<file path="src/rtl/vram_arbiter_if.sv">
// vram_arbiter_if -- write-request and RAM bus bundle for vram_arbiter.
//   req0/req1       : write requests, held with wAddrX/wDataX until gntX
//   wAddr0/wAddr1   : 15-bit frame-buffer write addresses
//   wData0/wData1   : 8-bit write data
//   gnt0/gnt1       : one-cycle write-accepted pulses
//   memAddr/memWData/memWE : single-port RAM command (read when memWE=0)
//   memRData        : RAM read data
// Modport slave is the arbiter's view; master is the requesters + RAM side.
interface vram_arbiter_if;
  logic        req0;
  logic        req1;
  logic [14:0] wAddr0;
  logic [14:0] wAddr1;
  logic [7:0]  wData0;
  logic [7:0]  wData1;
  logic        gnt0;
  logic        gnt1;
  logic [14:0] memAddr;
  logic [7:0]  memWData;
  logic        memWE;
  logic [7:0]  memRData;

  modport slave (
    input  req0, req1, wAddr0, wAddr1, wData0, wData1, memRData,
    output gnt0, gnt1, memAddr, memWData, memWE
  );

  modport master (
    output req0, req1, wAddr0, wAddr1, wData0, wData1, memRData,
    input  gnt0, gnt1, memAddr, memWData, memWE
  );
endinterface

</file>
<file path="src/rtl/vram_arbiter.sv">
// vram_arbiter -- shares one single-port frame-buffer RAM between the VGA
// display read path and two write requesters.
//   real100clock : 100 MHz system clock, rising edge
//   resetN       : asynchronous active-low reset
//   pixelTick    : pixel enable, every other clock
//   xPixel/yPixel: current scan position
//   VGAblanck    : high while horizontally inside the visible window
//   frameStart   : one-cycle pulse at the start of vertical blank
//   writeMode    : 0 = interleave writes, 1 = write only in vertical blank
//   bus          : request/grant and RAM signals (vram_arbiter_if.slave)
//   pixelColor   : colour to the DAC, one cycle after each display read
//   vblank       : high while the region tracker is in vertical blank
module vram_arbiter (
  input  logic        real100clock,
  input  logic        resetN,
  input  logic        pixelTick,
  input  logic [9:0]  xPixel,
  input  logic [8:0]  yPixel,
  input  logic        VGAblanck,
  input  logic        frameStart,
  input  logic        writeMode,
  vram_arbiter_if.slave bus,
  output logic [7:0]  pixelColor,
  output logic        vblank
);

  typedef enum logic {ACTIVE = 1'b0, VBLANK = 1'b1} region_t;

  region_t     regionReg, regionNext;
  logic [1:0]  reqVec;
  logic [1:0]  eligible;
  logic [1:0]  gntReg;
  logic        memWEReg;
  logic [14:0] wrAddrReg;
  logic [7:0]  wrDataReg;
  logic        rrPtrReg;      // 1 = req1 wins a tie
  logic [7:0]  pixelColorReg;

  logic        inWindow;
  logic        displaySlot;
  logic        preDisplay;
  logic        writeSlot;
  logic        issue;
  logic        pick1;
  logic [14:0] dispAddr;

  // 160x120 buffer shown 4x: drop the two LSBs of each coordinate.
  assign dispAddr    = {yPixel[8:2], xPixel[9:2]};
  assign inWindow    = VGAblanck && (xPixel < 10'd640) && (yPixel < 9'd480);
  assign displaySlot = pixelTick && inWindow;
  // A decision made now issues next cycle, so a cycle that precedes a
  // display slot must not decide anything.
  assign preDisplay  = !pixelTick && inWindow;
  assign writeSlot   = !displaySlot && (!writeMode || (regionReg == VBLANK));

  assign reqVec = {bus.req1, bus.req0};

  // A requester is masked while its grant is showing so a request still
  // held during that cycle is not granted twice.
  genvar gi;
  generate
    for (gi = 0; gi < 2; gi++) begin : g_req
      assign eligible[gi] = reqVec[gi] && !gntReg[gi];
    end
  endgenerate

  assign issue = writeSlot && !preDisplay && (eligible != 2'b00);
  assign pick1 = eligible[1] && (!eligible[0] || rrPtrReg);

  // Region tracker.
  always_ff @(posedge real100clock or negedge resetN) begin
    if (!resetN) begin
      regionReg <= ACTIVE;
    end else begin
      regionReg <= regionNext;
    end
  end

  always_comb begin
    regionNext = regionReg;
    case (regionReg)
      ACTIVE:  if (frameStart)                      regionNext = VBLANK;
      VBLANK:  if ((yPixel == 9'd0) && pixelTick)   regionNext = ACTIVE;
      default:                                      regionNext = ACTIVE;
    endcase
  end

  // Registered write issue and display read capture.
  always_ff @(posedge real100clock or negedge resetN) begin
    if (!resetN) begin
      gntReg        <= 2'b00;
      memWEReg      <= 1'b0;
      wrAddrReg     <= '0;
      wrDataReg     <= '0;
      rrPtrReg      <= 1'b0;
      pixelColorReg <= '0;
    end else begin
      gntReg        <= issue ? (pick1 ? 2'b10 : 2'b01) : 2'b00;
      memWEReg      <= issue;
      wrAddrReg     <= issue ? (pick1 ? bus.wAddr1 : bus.wAddr0) : '0;
      wrDataReg     <= issue ? (pick1 ? bus.wData1 : bus.wData0) : '0;
      if (issue) begin
        rrPtrReg <= !pick1;   // next tie goes to the other requester
      end
      pixelColorReg <= displaySlot ? bus.memRData : 8'h00;
    end
  end

  assign bus.gnt0     = gntReg[0];
  assign bus.gnt1     = gntReg[1];
  assign bus.memWE    = memWEReg;
  assign bus.memWData = wrDataReg;
  // resetN gates the combinational display address so memAddr reads 0
  // while reset is held.
  assign bus.memAddr  = memWEReg ? wrAddrReg :
                        ((displaySlot && resetN) ? dispAddr : 15'd0);
  assign pixelColor   = pixelColorReg;
  assign vblank       = (regionReg == VBLANK);

endmodule

</file>
<file path="src/flat_wrapper.sv">
// flat-port wrapper written by rule: the top's interface ports become plain ports
module vram_arbiter_flat 
  (real100clock, resetN, pixelTick, xPixel, yPixel, VGAblanck, frameStart, writeMode, pixelColor, vblank, bus_req0, bus_req1, bus_wAddr0, bus_wAddr1, bus_wData0, bus_wData1, bus_memRData, bus_gnt0, bus_gnt1, bus_memAddr, bus_memWData, bus_memWE);
  vram_arbiter_if bus_i ();
  input  logic real100clock;
  input  logic resetN;
  input  logic pixelTick;
  input  logic [9:0] xPixel;
  input  logic [8:0] yPixel;
  input  logic VGAblanck;
  input  logic frameStart;
  input  logic writeMode;
  output logic [7:0] pixelColor;
  output logic vblank;
  input wire logic [$bits(bus_i.req0)-1:0] bus_req0;
  input wire logic [$bits(bus_i.req1)-1:0] bus_req1;
  input wire logic [$bits(bus_i.wAddr0)-1:0] bus_wAddr0;
  input wire logic [$bits(bus_i.wAddr1)-1:0] bus_wAddr1;
  input wire logic [$bits(bus_i.wData0)-1:0] bus_wData0;
  input wire logic [$bits(bus_i.wData1)-1:0] bus_wData1;
  input wire logic [$bits(bus_i.memRData)-1:0] bus_memRData;
  output wire logic [$bits(bus_i.gnt0)-1:0] bus_gnt0;
  output wire logic [$bits(bus_i.gnt1)-1:0] bus_gnt1;
  output wire logic [$bits(bus_i.memAddr)-1:0] bus_memAddr;
  output wire logic [$bits(bus_i.memWData)-1:0] bus_memWData;
  output wire logic [$bits(bus_i.memWE)-1:0] bus_memWE;
  assign bus_i.req0 = bus_req0;
  assign bus_i.req1 = bus_req1;
  assign bus_i.wAddr0 = bus_wAddr0;
  assign bus_i.wAddr1 = bus_wAddr1;
  assign bus_i.wData0 = bus_wData0;
  assign bus_i.wData1 = bus_wData1;
  assign bus_i.memRData = bus_memRData;
  assign bus_gnt0 = bus_i.gnt0;
  assign bus_gnt1 = bus_i.gnt1;
  assign bus_memAddr = bus_i.memAddr;
  assign bus_memWData = bus_i.memWData;
  assign bus_memWE = bus_i.memWE;
  vram_arbiter u_core (.real100clock(real100clock), .resetN(resetN), .pixelTick(pixelTick), .xPixel(xPixel), .yPixel(yPixel), .VGAblanck(VGAblanck), .frameStart(frameStart), .writeMode(writeMode), .bus(bus_i), .pixelColor(pixelColor), .vblank(vblank));
endmodule
</file>
<file path="config.mk">
export PLATFORM = sky130hd
export DESIGN_NAME = vram_arbiter_flat
export DESIGN_NICKNAME = d
export VERILOG_FILES = /design/src/rtl/vram_arbiter_if.sv /design/src/rtl/vram_arbiter.sv /design/src/flat_wrapper.sv
export SDC_FILE = /design/constraint.sdc
export NUM_CORES = 1
export LEC_CHECK = 0
export CAP_MARGIN = 20
export CORE_ASPECT_RATIO = 2
export CORE_MARGIN = 1.5
export CORE_UTILIZATION = 35
export CTS_CLUSTER_DIAMETER = 30
export DETAILED_ROUTE_END_ITERATION = 8
export PLACE_DENSITY_LB_ADDON = 0.2
export SLEW_MARGIN = 10
export SYNTH_ARGS = -nofsm -noshare
export SYNTH_HDL_FRONTEND = slang
export SYNTH_SLANG_ARGS = --single-unit
</file>
<file path="constraint.sdc">
create_clock -name real100clock -period 2.5 [get_ports real100clock]
set_input_delay 0.75 -clock real100clock [delete_from_list [all_inputs] [get_ports real100clock]]
set_output_delay 0.75 -clock real100clock [all_outputs]
set_load 0.005 [all_outputs]
</file>
==> impl_metrics.yaml, run 1 <==
cells_and_area:
  final_cell_mix: "88 x clkdlybuf4s50_1, 55 x nand2_1, 36 x dfrtp_1"
  area_delta_synth_final_pct: 93.9
  antennaDiodeCount: 0
  layout.nets: 403
  drive_gt1_share_pct: 27.2
  fin_cells: 378
  final_common_cell: "clkdlybuf4s50_1"
sta:
  fin_crit_ns: 2.66
  skew_ns: 0.00373
  hold_viol: 0
  slew_violations: 0
  worst_pin_slew_ns: 0.411
  hold-worst-slack_ns: 0.402
  setup_ws_ns: -0.160
  rsz0062_at_grt: "true"
  timing.final.crit_share_pct: 106
  fmax_ghz: 0.376
  max-slew-margin-rel_pct: 72.6
  setup_viol: 13
floorplan:
  die_x_um: 51.6
  num_rows: 35
  start_util_pct: 36.3
  pin_count: 116
  die-area_sq_mm: 0.00517
  core-area_sq_mm: 0.00455
  die_h_um: 100
synth:
  syn_inst: 176
  ys.flop_type: "dfrtp_1"
  syn_nets: 257
  synth_top_area_share_pct: 54.5
  synth.cell_area_sq_mm: 0.00165
  synth.distinct_cells: 26
  synth_seq_cells: 36
  yosys.area.top_type: "dfrtp_1"
  yosysWarnings: 0
  ys_async_sr_fraction_pct: 100
  avgSynthCellArea_sq_um: 9.40
  synth_edf_count: 0
  yosysSeqAreaShare_pct: 54.5
  ys_top_cells_by_area: "dfrtp_1 54%, nand2_1 13%, a21oi_1 7.0%"
worst_setup_path:
  required_ns: 1.75
  reg2reg_depth: 5
  cp-start-kind: "input port"
  path_max_fanout: 4
  timing.rr.start: "u_core.gntReg[0]$_DFF_PN0_"
  r2r-end: "u_core.wrAddrReg[4]$_DFF_PN0_"
  endpoint_kind: "primary output"
  reg2reg_slack_ns: 1.08
  crit_arrival_ns: 1.91
  worstSetupPathType: "in2out"
placed_design:
  place_hpwl_um: 4070
  dp_cells: 352
  portBuffers: 113
  gp_congestion: 0.789
worst_hold_path:
  hp-class: "in2async"
route:
  wl_per_cell_um: 15.0
  post-route-drc-count: 0
  vias: 1846
  viasPerCell: 4.88
  dr.first_iter.drc_count: 26
  wl_um: 5670
  ant_nets: 0
  first_pass_iters: 6
global_route:
  groute.usage.overall_pct: 23.2
  grt_overflow: 0
  grt_pass1_vias: 1917
  grt_pass1_wl_um: 8960
  antenna_found_initial: 0
  grt_max_degree: 24
clocking:
  path_clk_slew_ns: 0.07
  clk_latency_ns: 0.28
  clock-root-buffer: "clkbuf_8"
  clockBufferDepth: 2
  cts_tree: "done"
  htreeDepth: 2
  hold_buffers: 0
  clock_sinks: 36
  cts_buffers: 5
power:
  ir_drop_mv: 0.491
  power_leakage_nw: 1.47
  powerDensity_mw_per_mm2: 491
outcome:
  violations: "negative setup slack"
  status: "complete, but fails checks"
job:
  max_cap_violations: 0
==> synth_stat cells, drive strengths merged, types with 2 or more instances <==
cell,instances
nand2,56
dfrtp,36
a21oi,23
o21ai,9
a32o,8
and2,8
buf,8
nand3,6
nor2,4
clkbuf,3
nand2b,3
nor2b,2
nor4b,2
==> worst max path at each step <==
| stage | start | end | slack (ns) | cells after the start |
|---|---|---|---|---|
| 6_report | yPixel[8] | bus_memAddr[2] | -0.16 | 8 |
| 5_1_grt | yPixel[8] | bus_memAddr[2] | -0.20 | 8 |
| 4_1_cts | yPixel[8] | bus_memAddr[8] | -0.18 | 8 |
| 3_5_place_dp | yPixel[6] | bus_memAddr[11] | -0.81 | 7 |
| 3_3_place_gp | yPixel[6] | bus_memAddr[13] | -0.78 | 7 |
| 2_1_floorplan | xPixel[8] | bus_memAddr[12] | 0.23 | 5 |
==> metal layers <==
metal / GRT usage (%) / vias to the layer above / part of all wire [%]
met4: 7.89 / 0 / 2.4
met2: 43.5 / 83 / 59
li1: - / 889 / -
met1: 24.9 / 862 / 33
met3: 4.46 / 12 / 5.1
met5: 0 / - / 0
==> per-stage QoR <==
stage | power, W | area (sq um) | worst slack, ns | utilization (%) | TNS [ns]
CTS | 0.00159 | 3170 | -0.178 | 69.6 | -1.64
floorplan | 0.000845 | 1650 | 0.225 | - | 0
global route | 0.00167 | 3210 | -0.199 | 70.4 | -2.07
finish | 0.00158 | 3210 | -0.160 | 70.4 | -1.25
detailed placement | 0.00116 | 2960 | -0.809 | 65.1 | -11.35
global placement | 0.00115 | 2960 | -0.778 | 65.1 | -11.00
==> critical path, stage by stage <==
cell and delay (ns):
buf_6 0.09, and4_4 0.19, nor3b_4 0.26, buf_6 0.16, buf_6 0.09, buf_6 0.08, a32o_1 0.16, buf_2 0.11
==> layout make-up <==
class / instances / area [sq um]
tap: 55 / 68.8
inverter: 1 / 3.75
sequential: 36 / 901
clock buffer: 6 / 82.6
multi-input combinational: 128 / 758
timing repair buffer: 150 / 1380
fill: 362 / 1350
clock inverter: 2 / 10.0
==> cell families (layout without fill, tap and decap cells) <==
group                  after synthesis  in the layout  synth area share, %
buffers and inverters               12            159                 4.24
muxes                                1              1                0.907
and+or+nand+nor                     85             85                 24.7
AOI/OAI and AO/OA                   42             42                 15.7
DFF                                 36             36                 54.5
==> state kept, by name (all words and copies together), names as in the netlist <==
signal / flops
u_core.bus.memWData: 8
u_core.bus.memWE: 1
u_core.gntReg: 2
u_core.pixelColor: 8
u_core.rrPtrReg: 1
u_core.vblank: 1
u_core.wrAddrReg: 15
==> repair_timing <==
| item | CTS | global route |
|---|---|---|
| buffers inserted | 14 | 3 |
| pin swaps | 19 | 17 |
| hold endpoints to repair | 0 | 0 |
| resized for setup | 115 | 12 |
| setup endpoints to repair | 15 | 15 |
| cloned | 2 | 0 |
==> where the power goes <==
part | internal [W] | switching (W)
clock network | 0.000220 | 0.000195
logic | 0.000290 | 0.000207
registers | 0.000642 | 0.0000228
Power figures use the tool's default switching activity.
==> inputs of run 2 (changes only) <==
--- a/config.mk
+++ b/config.mk
@@ -5,6 +5,7 @@
 export SDC_FILE = /design/constraint.sdc
 export NUM_CORES = 1
 export LEC_CHECK = 0
+export ABC_CLOCK_PERIOD_IN_PS = 2500
 export CAP_MARGIN = 20
 export CORE_ASPECT_RATIO = 2
 export CORE_MARGIN = 1.5
==> results of run 2 <==
The final DEF is identical to that of run 1; final timing and power are the same.
==> inputs of run 3 (changes only) <==
--- a/config.mk
+++ b/config.mk
@@ -9,9 +9,10 @@
 export CAP_MARGIN = 20
 export CORE_ASPECT_RATIO = 2
 export CORE_MARGIN = 1.5
-export CORE_UTILIZATION = 35
+export CORE_UTILIZATION = 45
 export CTS_CLUSTER_DIAMETER = 30
 export DETAILED_ROUTE_END_ITERATION = 8
+export DONT_BUFFER_PORTS = 1
 export PLACE_DENSITY_LB_ADDON = 0.2
 export SLEW_MARGIN = 10
 export SYNTH_ARGS = -nofsm -noshare
==> run 3 against run 2 <==
Net effect: the flow now finishes without violations; combinational power decreased by 60%; total power decreased by 18%; non-clock buffer count decreased by 145; first-iteration DRC count increased by 7.7%; fmax increased by 12%; clock power increased by 2%; sequential cell count unchanged; final cell count decreased by 40%; setup slack improved by 0.29 ns; final area decreased by 44%.
==> impl_metrics.yaml, run 3 (same netlist as run 1, synthesis figures left out) <==
outcome:
  status: "finished, final reports clean"
clocking:
  clock-root-buffer: "clkbuf_8"
  clock_sinks: 36
  clk_latency_ns: 0.28
  hold_buffers: 0
  clockBufferDepth: 2
  cts_tree: "done"
  htreeDepth: 2
  path_clk_slew_ns: 0.07
  cts_buffers: 5
worst_setup_path:
  cp_cell_sequence: "o21ai_1 > nor3b_2 > buf_4 > nand3_1 > o21ai_1"
  critPathTopFamily: "compound AO/OA/AOI/OAI gates"
  path_max_fanout: 12
  reg2reg_slack_ns: 0.95
  cp_common_cell: "o21ai_1"
  required_ns: 1.75
  r2r-end: "u_core.rrPtrReg$_DFFE_PN0P_"
  slowest_delay_ns: 0.23
  worst-path-buf-inv: 1
  crit_arrival_ns: 1.62
  worstSetupPathType: "in2out"
  cp-start-kind: "input port"
  endpoint_kind: "primary output"
  reg2reg_depth: 4
  timing.rr.start: "u_core.gntReg[1]$_DFF_PN0_"
  cp_slowest_cell: "nor3b_2"
worst_hold_path:
  hp-class: "in2async"
job:
  max_cap_violations: 0
cells_and_area:
  area_delta_synth_final_pct: 8.02
  regMostFlops: "u_core.wrAddrReg"
  largest_reg_flops: 15
  final_common_cell: "nand2_1"
  fin_area_sq_mm: 0.00179
  antennaDiodeCount: 0
  drive_gt1_share_pct: 10.7
  final_cell_mix: "56 x nand2_1, 36 x dfrtp_1, 23 x a21oi_1"
  layout.nets: 258
floorplan:
  num_rows: 31
  core-area_sq_mm: 0.00357
  die_x_um: 45.9
  start_util_pct: 46.4
  die-area_sq_mm: 0.00407
  pin_count: 116
  die_h_um: 88.7
sta:
  final.setup.tns_ns: 0
  max-slew-margin-rel_pct: 58.4
  worst_pin_slew_ns: 0.622
  fmax_ghz: 0.421
  setup_viol: 0
  rsz0062_at_grt: "false"
  skew_ns: 0.00535
  hold_viol: 0
  fin_crit_ns: 2.37
  timing.final.crit_share_pct: 94.9
  slew_violations: 0
route:
  post-route-drc-count: 0
  first_pass_iters: 4
  wl_per_cell_um: 16.5
  vias: 1292
  dr.first_iter.drc_count: 28
  wl_um: 3740
  viasPerCell: 5.69
  ant_nets: 0
global_route:
  groute.usage.overall_pct: 18.7
  grt_pass1_vias: 1252
  antenna_found_initial: 0
  grt_overflow: 0
  grt_max_degree: 44
  grt_pass1_wl_um: 5510
placed_design:
  place_hpwl_um: 2830
  portBuffers: 0
  gp_congestion: 0.885
  placed_area_sq_mm: 0.00169
power:
  power_leakage_nw: 0.799
  powerDensity_mw_per_mm2: 724
  ir_drop_mv: 0.536
run 3: changes by cell type in the layout (fill, tap and decap cells not counted), sizes merged:
| cell | previous run | this run |
|---|---|---|
| clkinvlp | 0 | 1 |
| clkinv | 2 | 0 |
| clkdlybuf4s50 | 88 | 0 |
| buf | 61 | 5 |
run 3: layer usage:
metal / GRT usage (%) / wire (um) / vias to the layer above
li1: - / - / 596
met1: 19.9 / 1260 / 617
met2: 32.3 / 2100 / 77
met3: 5.92 / 353 / 2
met4: 8.05 / 23 / 0
met5: 0 / 0 / -
run 3: worst reg2reg max path, stage by stage, from the launching register on:
cell and delay, ns:
dfrtp_1 0.40, nor2b_1 0.21, nand2b_1 0.19, nand3_4 0.26, mux2_4 0.38
run 3: what timing repair did:
item	CTS	global route
buffers inserted	0	0
resized for setup	0	1
setup endpoints to repair	0	2
run 3: area by class of cell:
class	instances	area [sq um]
sequential	36	901
tap	49	61.3
clock buffer	7	86.3
multi-input combinational	128	689
clock inverter	1	7.51
timing repair buffer	5	37.5
inverter	1	3.75
fill	357	1780
run 3: how the worst max path moves through the flow:
stage / to / cells past startpoint / start
floorplan: bus_memAddr[12] / 5 / xPixel[8]
global placement: bus_memAddr[5] / 4 / yPixel[6]
detailed placement: bus_memAddr[7] / 5 / xPixel[8]
CTS: bus_memAddr[7] / 5 / xPixel[8]
global route: bus_memAddr[7] / 5 / xPixel[8]
finish: bus_memAddr[7] / 5 / xPixel[8]
run 3: stage by stage:
| step | utilization (%) | power (W) | worst slack (ns) | hold slack (ns) | std cells |
|---|---|---|---|---|---|
| finish | 50.1 | 0.00129 | 0.126 | 0.156 | 227 |
| global route | 50.1 | 0.00137 | 0.0106 | 0.131 | 227 |
| CTS | 49.9 | 0.00131 | 0.117 | 0.143 | 227 |
| detailed placement | 47.3 | 0.000882 | 0.118 | 0.455 | 219 |
| global placement | 47.3 | 0.000873 | 0.129 | 0.455 | 219 |
| floorplan | - | 0.000845 | 0.225 | 0.454 | 176 |
run 3: power by group:
part / internal, W / switching [W]
registers: 0.000642 / 0.0000281
clock network: 0.000224 / 0.000201
logic: 0.0000746 / 0.000125
total: 0.000940 / 0.000354
